### src/rtl/axis_position_integrator_if.sv
// Bundle of the step/write/status signals for axis_position_integrator.
// The master side issues steps and register writes. The slave side is the integrator.
interface axis_position_integrator_if #(
  parameter int WIDTH = 16,
  parameter int AXES  = 3
);
  localparam int AW = (AXES > 1) ? $clog2(AXES) : 1;

  logic                    step;
  logic                    wr_en;
  logic                    wr_pos;
  logic [AW-1:0]           wr_axis;
  logic [WIDTH-1:0]        wr_data;
  logic                    clr_ovf;
  logic [AXES*WIDTH-1:0]   pos;
  logic [AXES-1:0]         ovf;
  logic                    busy;
  logic                    done;

  modport master (
    output step, wr_en, wr_pos, wr_axis, wr_data, clr_ovf,
    input  pos, ovf, busy, done
  );

  modport slave (
    input  step, wr_en, wr_pos, wr_axis, wr_data, clr_ovf,
    output pos, ovf, busy, done
  );
endinterface

### src/rtl/axis_position_integrator.sv
// Multi-axis position integrator.
// Each step runs one pass of pos += vel over all axes, one axis per cycle.
// A single adder is shared by all axes. Overflow either saturates or wraps.
module axis_position_integrator #(
  parameter int WIDTH = 16,
  parameter int VW    = 8,
  parameter int AXES  = 3,
  parameter int SAT   = 1
) (
  input logic clk,
  input logic rst,
  axis_position_integrator_if.slave bus
);
  localparam int AW = (AXES > 1) ? $clog2(AXES) : 1;

  localparam logic [0:0] S_IDLE = 1'b0;
  localparam logic [0:0] S_RUN  = 1'b1;

  localparam logic signed [WIDTH-1:0] POS_MAX = {1'b0, {(WIDTH-1){1'b1}}};
  localparam logic signed [WIDTH-1:0] POS_MIN = {1'b1, {(WIDTH-1){1'b0}}};
  localparam logic [AW-1:0]           LAST_IDX = AW'(AXES - 1);

  logic signed [WIDTH-1:0] r_pos [AXES];
  logic signed [VW-1:0]    r_vel [AXES];
  logic [AXES-1:0]         r_ovf;
  logic                    r_busy;
  logic                    r_done;
  logic [AW-1:0]           r_idx;
  logic [0:0]              r_state;

  logic                    w_update;
  logic signed [WIDTH-1:0] w_curPos;
  logic signed [VW-1:0]    w_curVel;
  logic signed [WIDTH:0]   w_sum;
  logic                    w_ovf;
  logic signed [WIDTH-1:0] w_result;
  logic [AXES-1:0]         w_hit;
  logic [AXES-1:0]         w_posWr;
  logic [AXES-1:0]         w_velWr;

  assign w_update = (r_state == S_RUN);

  // Select the current axis operands and decode per-axis write/update strobes.
  always_comb begin
    w_curPos = '0;
    w_curVel = '0;
    w_hit    = '0;
    w_posWr  = '0;
    w_velWr  = '0;
    for (int i = 0; i < AXES; i++) begin
      if (r_idx == AW'(i)) begin
        w_curPos = r_pos[i];
        w_curVel = r_vel[i];
      end
      w_hit[i]   = w_update && (r_idx == AW'(i));
      w_posWr[i] = bus.wr_en && bus.wr_pos && (bus.wr_axis == AW'(i));
      w_velWr[i] = bus.wr_en && !bus.wr_pos && (bus.wr_axis == AW'(i));
    end
  end

  // Shared adder: widen by one bit, detect overflow, then saturate or wrap.
  always_comb begin
    w_sum = {w_curPos[WIDTH-1], w_curPos}
          + {{(WIDTH+1-VW){w_curVel[VW-1]}}, w_curVel};
    w_ovf = w_sum[WIDTH] ^ w_sum[WIDTH-1];
    if (w_ovf && (SAT != 0)) begin
      w_result = w_sum[WIDTH] ? POS_MIN : POS_MAX;
    end else begin
      w_result = w_sum[WIDTH-1:0];
    end
  end

  // Pass sequencer: IDLE accepts a step, RUN walks the axes and pulses done on the last one.
  always_ff @(posedge clk or posedge rst) begin
    if (rst) begin
      r_state <= S_IDLE;
      r_idx   <= '0;
      r_busy  <= 1'b0;
      r_done  <= 1'b0;
    end else begin
      r_done <= 1'b0;
      if (r_state == S_IDLE) begin
        if (bus.step) begin
          r_state <= S_RUN;
          r_idx   <= '0;
          r_busy  <= 1'b1;
        end
      end else begin
        if (r_idx == LAST_IDX) begin
          r_state <= S_IDLE;
          r_idx   <= '0;
          r_busy  <= 1'b0;
          r_done  <= 1'b1;
        end else begin
          r_idx <= r_idx + AW'(1);
        end
      end
    end
  end

  // Axis registers: a position write beats the integration update on the same axis.
  // A velocity write lands after the update has already used the old value.
  always_ff @(posedge clk or posedge rst) begin
    if (rst) begin
      for (int i = 0; i < AXES; i++) begin
        r_pos[i] <= '0;
        r_vel[i] <= '0;
      end
      r_ovf <= '0;
    end else begin
      if (bus.clr_ovf) begin
        r_ovf <= '0;
      end
      for (int i = 0; i < AXES; i++) begin
        if (w_hit[i] && !w_posWr[i]) begin
          r_pos[i] <= w_result;
          if (w_ovf) begin
            r_ovf[i] <= 1'b1;
          end
        end
        if (w_posWr[i]) begin
          r_pos[i] <= bus.wr_data;
        end
        if (w_velWr[i]) begin
          r_vel[i] <= bus.wr_data[VW-1:0];
        end
      end
    end
  end

  // Flatten the position registers onto the output bus.
  always_comb begin
    bus.pos = '0;
    for (int i = 0; i < AXES; i++) begin
      bus.pos[i*WIDTH +: WIDTH] = r_pos[i];
    end
  end

  assign bus.ovf  = r_ovf;
  assign bus.busy = r_busy;
  assign bus.done = r_done;
endmodule

### src/flat_wrapper.sv
// flat-port wrapper written by rule: the top's interface ports become plain ports
module axis_position_integrator_flat 
#(
  parameter int WIDTH = 16,
  parameter int VW    = 8,
  parameter int AXES  = 3,
  parameter int SAT   = 1
)
  (clk, rst, bus_step, bus_wr_en, bus_wr_pos, bus_wr_axis, bus_wr_data, bus_clr_ovf, bus_pos, bus_ovf, bus_busy, bus_done);
  axis_position_integrator_if #(.WIDTH(WIDTH), .AXES(AXES)) bus_i ();
  input logic clk;
  input logic rst;
  input wire logic [$bits(bus_i.step)-1:0] bus_step;
  input wire logic [$bits(bus_i.wr_en)-1:0] bus_wr_en;
  input wire logic [$bits(bus_i.wr_pos)-1:0] bus_wr_pos;
  input wire logic [$bits(bus_i.wr_axis)-1:0] bus_wr_axis;
  input wire logic [$bits(bus_i.wr_data)-1:0] bus_wr_data;
  input wire logic [$bits(bus_i.clr_ovf)-1:0] bus_clr_ovf;
  output wire logic [$bits(bus_i.pos)-1:0] bus_pos;
  output wire logic [$bits(bus_i.ovf)-1:0] bus_ovf;
  output wire logic [$bits(bus_i.busy)-1:0] bus_busy;
  output wire logic [$bits(bus_i.done)-1:0] bus_done;
  assign bus_i.step = bus_step;
  assign bus_i.wr_en = bus_wr_en;
  assign bus_i.wr_pos = bus_wr_pos;
  assign bus_i.wr_axis = bus_wr_axis;
  assign bus_i.wr_data = bus_wr_data;
  assign bus_i.clr_ovf = bus_clr_ovf;
  assign bus_pos = bus_i.pos;
  assign bus_ovf = bus_i.ovf;
  assign bus_busy = bus_i.busy;
  assign bus_done = bus_i.done;
  axis_position_integrator #(.WIDTH(WIDTH), .VW(VW), .AXES(AXES), .SAT(SAT)) u_core (.clk(clk), .rst(rst), .bus(bus_i));
endmodule
### config.mk
export PLATFORM = sky130hd
export DESIGN_NAME = axis_position_integrator_flat
export DESIGN_NICKNAME = d
export VERILOG_FILES = /design/src/rtl/axis_position_integrator_if.sv /design/src/rtl/axis_position_integrator.sv /design/src/flat_wrapper.sv
export SDC_FILE = /design/constraint.sdc
export NUM_CORES = 1
export LEC_CHECK = 0
export CAP_MARGIN = 10
export CORE_UTILIZATION = 45
export DETAILED_ROUTE_END_ITERATION = 16
export GPL_ROUTABILITY_DRIVEN = 0
export HOLD_SLACK_MARGIN = 0.1
export PLACE_DENSITY = 0.69
export SLEW_MARGIN = 20
export SYNTH_ARGS = -nofsm -noshare
export SYNTH_HDL_FRONTEND = slang
export SYNTH_SLANG_ARGS = --single-unit
### constraint.sdc
create_clock -name clk -period 7.2 [get_ports clk]
set_input_delay 1.44 -clock clk [delete_from_list [all_inputs] [get_ports clk]]
set_output_delay 1.44 -clock clk [all_outputs]
set_load 0.02 [all_outputs]
==> After elaboration in Yosys (flattened, before gate mapping) <==
Index checks and enable logic that the tools add are counted.
{ "word_totals": {"register_bits": 80, "input_bits": 24, "elab_cells": 76} }
{ "classes": {"addsub": 2, "eq_ne": 5, "n_mux": 32, "n_bitwise": 1, "reduce_logical": 25} }
{ "ops": {"columns": ["op", "n"], "rows": [
  ["$mux W16", 11],
  ["$mux W8", 3],
  ["$add A16 B8 Y17", 1],
  ["$logic_and A1 B1 Y1", 14],
  ["$mux W1", 14],
  ["$reduce_bool A2 Y1", 4],
  ["$mux W2", 3],
  ["$eq A2 B1 Y1 const B", 2],
  ["$eq A2 B2 Y1 const B", 2],
  ["$logic_not A1 Y1", 4],
  ["$logic_not A2 Y1", 2],
  ["$mux W3", 1],
  ["$add A2 B1 Y2 const B", 1],
  ["$ne A2 B2 Y1 const B", 1],
  ["$reduce_and A2 Y1", 1],
  ["$xor A1 B1 Y1", 1]
]} }

==> Logic depth before layout (Yosys ltp) <==
{ "logic_depth": {"word_depth": 9, "depth_mapped": 17} }

==> Least setup slack after synthesis <==
No wires, ideal clock.
{ "synth_path": {"path_kind": "register to register", "startpoint": "register u_core.r_idx[0]", "endpoint": "register u_core.r_pos (netlist bit u_core.bus.pos[14])", "setup_time_ns": 0.140, "arrival_ns": 3.646, "t_required_ns": 7.060, "setup_slack_ns": 3.415, "path_stages_with_launch": 15, "n_path_buf": 4, "cell_sequence": "dfrtp_1 clkbuf_1 clkbuf_1 mux2i_1 o21ai_0 ha_1 buf_2 nand2_1 nand2_1 a2111oi_2 a22oi_1 nand2_2 buf_6 maj3_2 a21oi_1"} }
{ "synth_via": {"elab_chain_cells": 9, "word_cells_on_any_way": 18, "cone_classes": "1 x add/sub; 2 x eq/ne; 10 x mux; 1 x bitwise; 4 x reduce/logical"} }
{ "synth_lines": {"columns": ["element", "line", "rtl"], "rows": [
  ["start, declared", "axis_position_integrator.sv:28", "logic [AW-1:0] r_idx;"],
  ["start signal, assigned", "axis_position_integrator.sv:95", "r_idx <= r_idx + AW'(1);"],
  ["$logic_not A2 Y1", "axis_position_integrator.sv:51, axis_position_integrator.sv:55", null],
  ["$mux W16 / $mux W8 (equally long branches) (3 in a row)", "axis_position_integrator.sv:51", "if (r_idx == AW'(i)) begin"],
  ["$add A16 B8 Y17", "axis_position_integrator.sv:64", "+ {{(WIDTH+1-VW){w_curVel[VW-1]}}, w_curVel};"],
  ["$mux W16 / $xor A1 B1 Y1 (equally long branches)", "axis_position_integrator.sv:67, axis_position_integrator.sv:65", null],
  ["$mux W16", "axis_position_integrator.sv:66", "if (w_ovf && (SAT != 0)) begin"],
  ["$mux W16", "axis_position_integrator.sv:115", "if (w_hit[i] && !w_posWr[i]) begin"],
  ["$mux W16", "axis_position_integrator.sv:121", "if (w_posWr[i]) begin"],
  ["end signal, assigned by index", "axis_position_integrator.sv:116", "r_pos[i] <= w_result;"],
  ["end signal, assigned by index", "axis_position_integrator.sv:122", "r_pos[i] <= bus.wr_data;"],
  ["end, declared", "axis_position_integrator.sv:23", "logic signed [WIDTH-1:0] r_pos [AXES];"]
]} }
Parallel ways exist; a longest one is shown, timed or not. The select of a mux whose other input is x is not followed.
A chain may end at the register's enable or synchronous reset.

==> Worst setup path in the final report <==
{ "layout_path": {"startpoint": "register u_core.r_idx[0]", "endpoint": "register u_core.r_pos (netlist bit u_core.bus.pos[16])"} }
{ "layout_via": {"elab_chain_cells": 9, "word_cells_on_any_way": 18, "cone_classes": "1 x add/sub; 2 x eq/ne; 10 x mux; 1 x bitwise; 4 x reduce/logical"} }
{ "layout_lines": {"columns": ["element", "line"], "rows": [
  ["$logic_not A2 Y1", "axis_position_integrator.sv:51"],
  ["$mux W16 / $mux W8 (equally long branches) (3 in a row)", "axis_position_integrator.sv:51"],
  ["$add A16 B8 Y17", "axis_position_integrator.sv:64"],
  ["$mux W16 / $xor A1 B1 Y1 (equally long branches)", "axis_position_integrator.sv:67, axis_position_integrator.sv:65"],
  ["$mux W16", "axis_position_integrator.sv:66"],
  ["$mux W16", "axis_position_integrator.sv:115"],
  ["$mux W16", "axis_position_integrator.sv:121"]
]} }
Parallel ways exist; a longest one is shown, timed or not. The select of a mux whose other input is x is not followed.

==> run_results.csv <==
group,metric,value,unit
run_status,run_status,"finished, final reports clean",
clock_network,hold_fix_buffers_cts,0,
yosys,ranking_of_synthesized_cells_by_instance_count,"80 x sky130_fd_sc_hd__dfrtp_1, 48 x sky130_fd_sc_hd__a21oi_1, 48 x sky130_fd_sc_hd__nand2_1",
floorplanning,die_x,105.5,µm
yosys,synthesis.area_per_instance,9.530,µm²
hold_path,whs_path_depth,2,
critical_path,worst_setup_path_start_kind,"flop",
critical_path,worst-endpoint-arrival,4550,ps
clock_network,clk_latency,360,ps
global_routing,vias_in_the_first_global_route,4375,
critical_path,critical_path.slowest_cell,"sky130_fd_sc_hd__o21ai_0",
sta,highest_clock_rate,230.1,MHz
critical_path,worst-path-buf-inv,1,
critical_path,timing.rr.start,"u_core.r_idx[0]$_DFFE_PP0P_",
cells_and_area,fin_nets,613,
yosys,flop_and_latch_count_out_of_synthesis,80,
sta,maxSlewViolCount,0,
critical_path,cp_num_cells,11,
critical_path,max_fo_critical_path,36,
critical_path,crit_path_frequent_cell,"sky130_fd_sc_hd__a21oi_1",
yosys,synthTopCellsByArea,"sky130_fd_sc_hd__dfrtp_1 42%, sky130_fd_sc_hd__mux2_2 5.6%, sky130_fd_sc_hd__mux2i_1 5.2%",
global_routing,maximum_number_of_pins_on_one_net_before_global_route_repair,81,
critical_path,worst-r2r-cell-count,11,
critical_path,crit_path_max_incr_delay,920,ps
yosys,netlist_area,0.004822,mm²
job,maxCapViolations,0,
yosys,count_of_flip_flops_with_a_built_in_enable_after_synthesis,0,
routing,postRouteAntennaNets,0,
critical_path,cell_by_cell_listing_of_the_critical_path,"buf_4 -> mux2i_1 -> o21ai_0 -> ha_1 -> a21oi_1 -> nor2_1 -> a211oi_1 -> o211ai_2 -> nand2_2 -> maj3_2 -> a21oi_1",
clock_network,cts_tree,"yes",
clock_network,cts-root-to-sink-buffers,2,
critical_path,endpoint,"u_core.bus.pos[16]$_DFFE_PP0P_",
yosys,yosys.cell_count.top_type,"sky130_fd_sc_hd__dfrtp_1",
routing,drt-wirelength-per-cell,20.20,µm
cells_and_area,drive_gt1_share,14.41,%
critical_path,crit_start,"u_core.r_idx[0]$_DFFE_PP0P_",
sta,max_slew.worst_pin.slew,1174,ps
global_routing,global_route_wire_length_before_repair,23.19,mm
cells_and_area,area_growth_syn_to_layout,23.69,%
clock_network,ctsRootBufferMaster,"sky130_fd_sc_hd__clkbuf_8",
routing,dr_total_vias,4348,
sta,final_period_minus_worst_setup_slack,4346,ps
clock_network,cts_inserted_buffers,9,
global_routing,gr-usage-all-layers,27.25,%
floorplanning,die_area,0.01113,mm²
routing,post-route-drc-count,0,
floorplanning,io-pin-count,77,
sta,hold_violations,0,
clock_network,cts.repair_timing.setup_buffer_count,0,
yosys,share_of_async_settable_or_async_resettable_flops_after_synthesis,100.0,%
yosys,syn_nets,547,
floorplanning,starting_utilization_of_the_core_area,46.50,%
sta,rsz0062_at_grt,"false",
floorplanning,core,0.01037,mm²
routing,vias_per_cell,6.107,
clock_network,clkSinkCount,80,
clock_network,resized_cells_post_cts,0,
critical_path,timing.setup.critical_path_class,"reg -> reg",
routing,firstDrtPassIters,7,
critical_path,worst-r2r-setup-slack,2850,ps
place,port_buffers,76,
routing,wl,14.38,mm
global_routing,antenna_violations_before_repair,0,
sta,post-route-period-util,60.36,%
cells_and_area,nFillCells,923,
sta,worst_clock_skew,11.93,ps
critical_path,worstPathRequired,7400,ps
yosys,ys.flop_type,"sky130_fd_sc_hd__dfrtp_1",
critical_path,rr_endpoint,"u_core.bus.pos[16]$_DFFE_PP0P_",
cells_and_area,n_antenna_cell,0,
floorplanning,num_rows,37,
sta,max_slew_margin,20.88,%
critical_path,path_delay_family,"compound AO/OA/AOI/OAI gates",
hold_path,holdCritPathClass,"reg -> reg",
sta,hold_slack,510.6,ps
yosys,synth.largest_area_cell,"sky130_fd_sc_hd__dfrtp_1",
global_routing,grt_overflow,0,
yosys,synth.yosys.warnings,0,
sta,setup_viol_count_final,0,
clock_network,cts.clk_slew.worst_paths,90,ps
yosys,proportion_of_synthesized_chip_area_in_sequential_cells,41.52,%
yosys,synth_top_area_share,41.52,%
routing,initialDrtViolationCount,334,
sta,setup-tns-final,0,ps
clock_network,cts_htree_levels,3,
critical_path,endpoint_kind_of_the_worst_setup_timing_path,"flop",
floorplanning,die_height,105.5,µm
yosys,synthesis.instances,506,
place,dp_hpwl,9.543,mm
yosys,synth_cell_types,52,
[worst min path at each step]
stage | from | to
after floorplan | u_core.r_vel[16]$_DFFE_PP0P_ | u_core.r_vel[16]$_DFFE_PP0P_
after global placement | u_core.bus.busy$_DFFE_PP0P_ | u_core.bus.busy$_DFFE_PP0P_
after detailed placement | u_core.bus.busy$_DFFE_PP0P_ | u_core.bus.busy$_DFFE_PP0P_
after CTS | u_core.bus.busy$_DFFE_PP0P_ | u_core.bus.busy$_DFFE_PP0P_
after global routing | u_core.r_vel[17]$_DFFE_PP0P_ | u_core.r_vel[17]$_DFFE_PP0P_
final | u_core.bus.busy$_DFFE_PP0P_ | u_core.bus.busy$_DFFE_PP0P_
[per-stage QoR]
stage	worst slack (ps)	util (%)	instance area, µm²	cells
2_1_floorplan	3415	-	4822	506
3_3_place_gp	2700	54.81	5684	696
3_5_place_dp	2758	54.92	5695	696
4_1_cts	2705	57.24	5936	711
5_1_grt	2630	57.52	5964	712
6_report	2854	57.52	5964	712
[tightest hold or removal path, cell delays in order, from the launching register on]
cell and delay, ps:
sky130_fd_sc_hd__dfrtp_1 360, sky130_fd_sc_hd__a21oi_1 40, sky130_fd_sc_hd__nor2_1 70
[sequential cells by signal (all words and copies together), names as in the netlist]
name	cells
u_core.r_vel	24
u_core.r_state	1
u_core.bus.done	1
u_core.bus.busy	1
u_core.bus.ovf	3
u_core.r_idx	2
u_core.bus.pos	48
[cell type report]
type	instances	area (µm²)	share of cell area, %
clock buffer	9	123.9	2.077
clock inverter	6	116.4	1.951
tap	136	170.2	2.853
sequential	80	2003	33.59
multi-input combinational	385	2668	44.72
timing repair buffer	83	833.3	13.97
inverter	13	50.05	0.8391
[kinds of logic (layout without fill, tap and decap cells)]
group / after synthesis / after routing / synth area share [%]
compound gates: 166 / 166 / 21.25
xor+xnor: 13 / 13 / 2.673
fa+ha+maj: 32 / 32 / 7.966
buf+inv: 41 / 111 / 3.607
flops: 80 / 80 / 41.52
mux: 49 / 49 / 10.79
simple gates: 125 / 125 / 12.20
[metal layers]
| layer | vias to the layer above | track usage (%) | wire, µm |
|---|---|---|---|
| met4 | 0 | 13.59 | 565 |
| met3 | 43 | 5.442 | 1201 |
| met2 | 223 | 43.00 | 6641 |
| li1 | 1981 | - | - |
| met1 | 2101 | 35.73 | 5975 |
| met5 | - | 0 | 0 |
[cell usage in the layout, fill, tap and decap left out, types with 9 or more instances in the layout]
| cell | synthesis | layout |
|---|---|---|
| sky130_fd_sc_hd__ha_1 | 16 | 16 |
| sky130_fd_sc_hd__o22ai_1 | 31 | 31 |
| sky130_fd_sc_hd__maj3_2 | 11 | 11 |
| sky130_fd_sc_hd__o21ai_0 | 46 | 46 |
| sky130_fd_sc_hd__clkbuf_8 | 0 | 9 |
| sky130_fd_sc_hd__or3_1 | 22 | 22 |
| sky130_fd_sc_hd__clkdlybuf4s50_1 | 0 | 76 |
| sky130_fd_sc_hd__mux2_2 | 24 | 24 |
| sky130_fd_sc_hd__a21oi_1 | 48 | 48 |
| sky130_fd_sc_hd__dfrtp_1 | 80 | 79 |
| sky130_fd_sc_hd__nor2_1 | 29 | 29 |
| sky130_fd_sc_hd__mux2i_1 | 25 | 25 |
| sky130_fd_sc_hd__nand2_1 | 48 | 48 |
| sky130_fd_sc_hd__inv_1 | 13 | 12 |
Power is not shown: default switching activity piles up to over one toggle a cycle in this logic, so the estimate is an artifact.
==> RTL change, RTL diff (same flow settings) <==
`SAT` is set to 1 in 2 places; all go to 0.
--- a/src/rtl/axis_position_integrator.sv
+++ b/src/rtl/axis_position_integrator.sv
@@ -5,7 +5,7 @@
   parameter int WIDTH = 16,
   parameter int VW    = 8,
   parameter int AXES  = 3,
-  parameter int SAT   = 1
+  parameter int SAT   = 0
 ) (
   input logic clk,
   input logic rst,
--- a/src/flat_wrapper.sv
+++ b/src/flat_wrapper.sv
@@ -4,7 +4,7 @@
   parameter int WIDTH = 16,
   parameter int VW    = 8,
   parameter int AXES  = 3,
-  parameter int SAT   = 1
+  parameter int SAT   = 0
 )
   (clk, rst, bus_step, bus_wr_en, bus_wr_pos, bus_wr_axis, bus_wr_data, bus_clr_ovf, bus_pos, bus_ovf, bus_busy, bus_done);
   axis_position_integrator_if #(.WIDTH(WIDTH), .AXES(AXES)) bus_i ();
Function: changed (a bounded check fails within 4 cycles, from zero or initial values and one cycle with rst high).
==> RTL change against the original RTL <==
- die area is 2.3% lower
- utilization up 0.58 points
- synthesized cell count increased by 6.1%
- sequential cell count unchanged
- area after synthesis decreased by 2.4%
- largest cell class unchanged
- worst setup slack better by 0.34 ns
- design area fell by 3.0%
- count of clock-buffer cells in the layout grew 1
- routed wire length down 8.0%
==> RTL change: results (changes against the original RTL) <==
Layout
  – Non-clock buffers: 85 (+2.4%)
  – Num sequential: 80 (unchanged)
  – Fraction of area in multi-input gates: 0.441 (-0.00587)
  – Non-clock buffer share: 0.144 (+0.00417)
  – Fraction of area in clock buffers and inverters: 0.0325 (-0.00782)
  – Inverters: 11 (-2)
  – Seq area share: 0.346 (+0.0105)
  – Share of layout cells above drive strength 1: 0.103 (-0.0406)
  – Final #Nets: 642 (+4.7%)
  – Max FFs per register: 48 (unchanged)
  – Clock buffer count: 10 (+1)
  – Multi-input combinational cell count: 417 (+8.3%)
  – Antenna cell count: 0 (unchanged)
  – Fillers: 920 (-0.33%)

Synth
  – Synth unique cells: 47 (-9.6%)
  – Post-synthesis mux area share: 0.108 (+0.000484)
  – Adder-Cell Fraction of Synth Area: 0.0409 (-0.0387)
  – Register area share after synthesis: 0.425 (+0.0100)
  – Xor and xnor area share after synthesis: 0.0260 (-0.000682)
  – Post-synth ARST share: 1.00 (unchanged)
  – Syn Nets: 575 (+5.1%)
  – Largest cells by area after synthesis: dfrtp_1, nand2_1, mux2_2
  – Synth cell count leaders: nand2_1, dfrtp_1, nor2_1, o21ai_0, a21oi_1
  – Yosys Warn Count: 0 (unchanged)
  – Syn avg cell area: 8.77 µm² (-8.0%)
  – Synth Area in Compound Gates: 0.202 (-0.0103)

Clock network
  – Clock slew at reported path FFs: 0.09 ns (about the same)
  – Clock buffer depth: 2 (unchanged)
  – Inserted Clock Buffers: 9 (unchanged)

Pwr
  – Peak supply drop: 217 µV
  – Static Leakage: 2.50 nW
  – Sw Ratio: 0.486
  – Top power group: combinational logic

Placed design
  – Buffers added on ports: 76 (unchanged)
  – Final HPWL DP: 9260 µm (-3.0%)
  – Placed Cells: 726 (+4.3%)
  – Pre-CTS setup slack: 3.26 ns (+0.500 ns)

Route
  – Initial DRC count: 253 (-24%)
  – Pre-Repair DR Iteration Count: 5 (-2)
  – Detailed Route WL: 13200 µm (-8.0%)
  – Detail-routed via count per cell: 5.80 (-4.9%)
  – Routed len/inst: 17.8 µm (-12%)

Worst setup path
  – CP max-delay cell: dfrtp_2
  – Worst path top cell family by delay: compound AO/OA/AOI/OAI gates
  – Critical path arrival: 4.23 ns (-0.32 ns)
  – CP max stage delay: 0.68 ns (-0.24 ns)
  – Worst Path Max Fanout: 22 (-39%)

Global routing
  – Gr usage total: 0.255 (-0.0174)
  – First-pass GRT wire length: 21600 µm (-6.8%)
  – Number of global-route vias before repair: 4321 (-1.2%)
  – Largest net degree at the start of global routing: 81 (unchanged)

Outcome
  – Outcome: finished clean

Timing
  – Worst slew pin tran: 1.14 ns (-0.0390 ns)
  – Worst Clk Skew: 0.0105 ns (-0.00142 ns)
==> RTL change: cell count changes after synthesis, moves of 4 or more <==
cell      change
a21o_1        +5
or3_1        -19
o211ai_1      -4
a21oi_2       -7
and3_1        +4
maj3_2       -11
a31oi_1      +16
nor2_1       +28
a21oi_1       -9
xnor2_1       +4
nand2_1      +50
o21a_1        +5
o22ai_1      -16
==> RTL change: worst paths after layout <==
kind / startpoint / endpoint / slack (ns) / cells after the start
max in group asynchronous: rst / u_core.r_idx[0] / 5.09 / 3
min: u_core.r_idx[1] / u_core.r_idx[1] / 0.48 / 2
min in group asynchronous: rst / u_core.bus.pos[4] / 1.60 / 3
min reg2reg: u_core.r_idx[1] / u_core.r_idx[1] / 0.48 / 2
max reg2reg: u_core.r_idx[0] / u_core.bus.ovf[1] / 3.19 / 13
max: u_core.r_idx[0] / u_core.bus.ovf[1] / 3.19 / 13
==> RTL change: metal layers <==
metal  up-vias  routed length (µm)  GRT usage
met4         0                 520      0.141
met2       186                6040      0.401
li1       2026                   -          -
met3        44                 825     0.0388
met1      2051                5840      0.337
met5         -                   0          0
==> RTL change: worst reg2reg max path: cells and delay by family (launching register included) <==
kind / cells / cell delay (ns)
AO/OA/AOI/OAI: 6 / 1.39
flip-flops: 1 / 0.68
buffers and inverters: 2 / 0.56
adder cells (fa/ha/maj): 1 / 0.40
XOR/XNOR: 1 / 0.32
AND/OR/NAND/NOR: 2 / 0.28
multiplexers: 1 / 0.23
==> RTL change: stage by stage <==
stage / instance area, µm² / hold WS [ns] / utilization
6_report: 5780 / 0.478 / 0.581
3_5_place_dp: 5590 / 0.462 / 0.562
5_1_grt: 5780 / 0.519 / 0.581
2_1_floorplan: 4710 / 0.480 / -
4_1_cts: 5780 / 0.481 / 0.581
3_3_place_gp: 5590 / 0.452 / 0.561
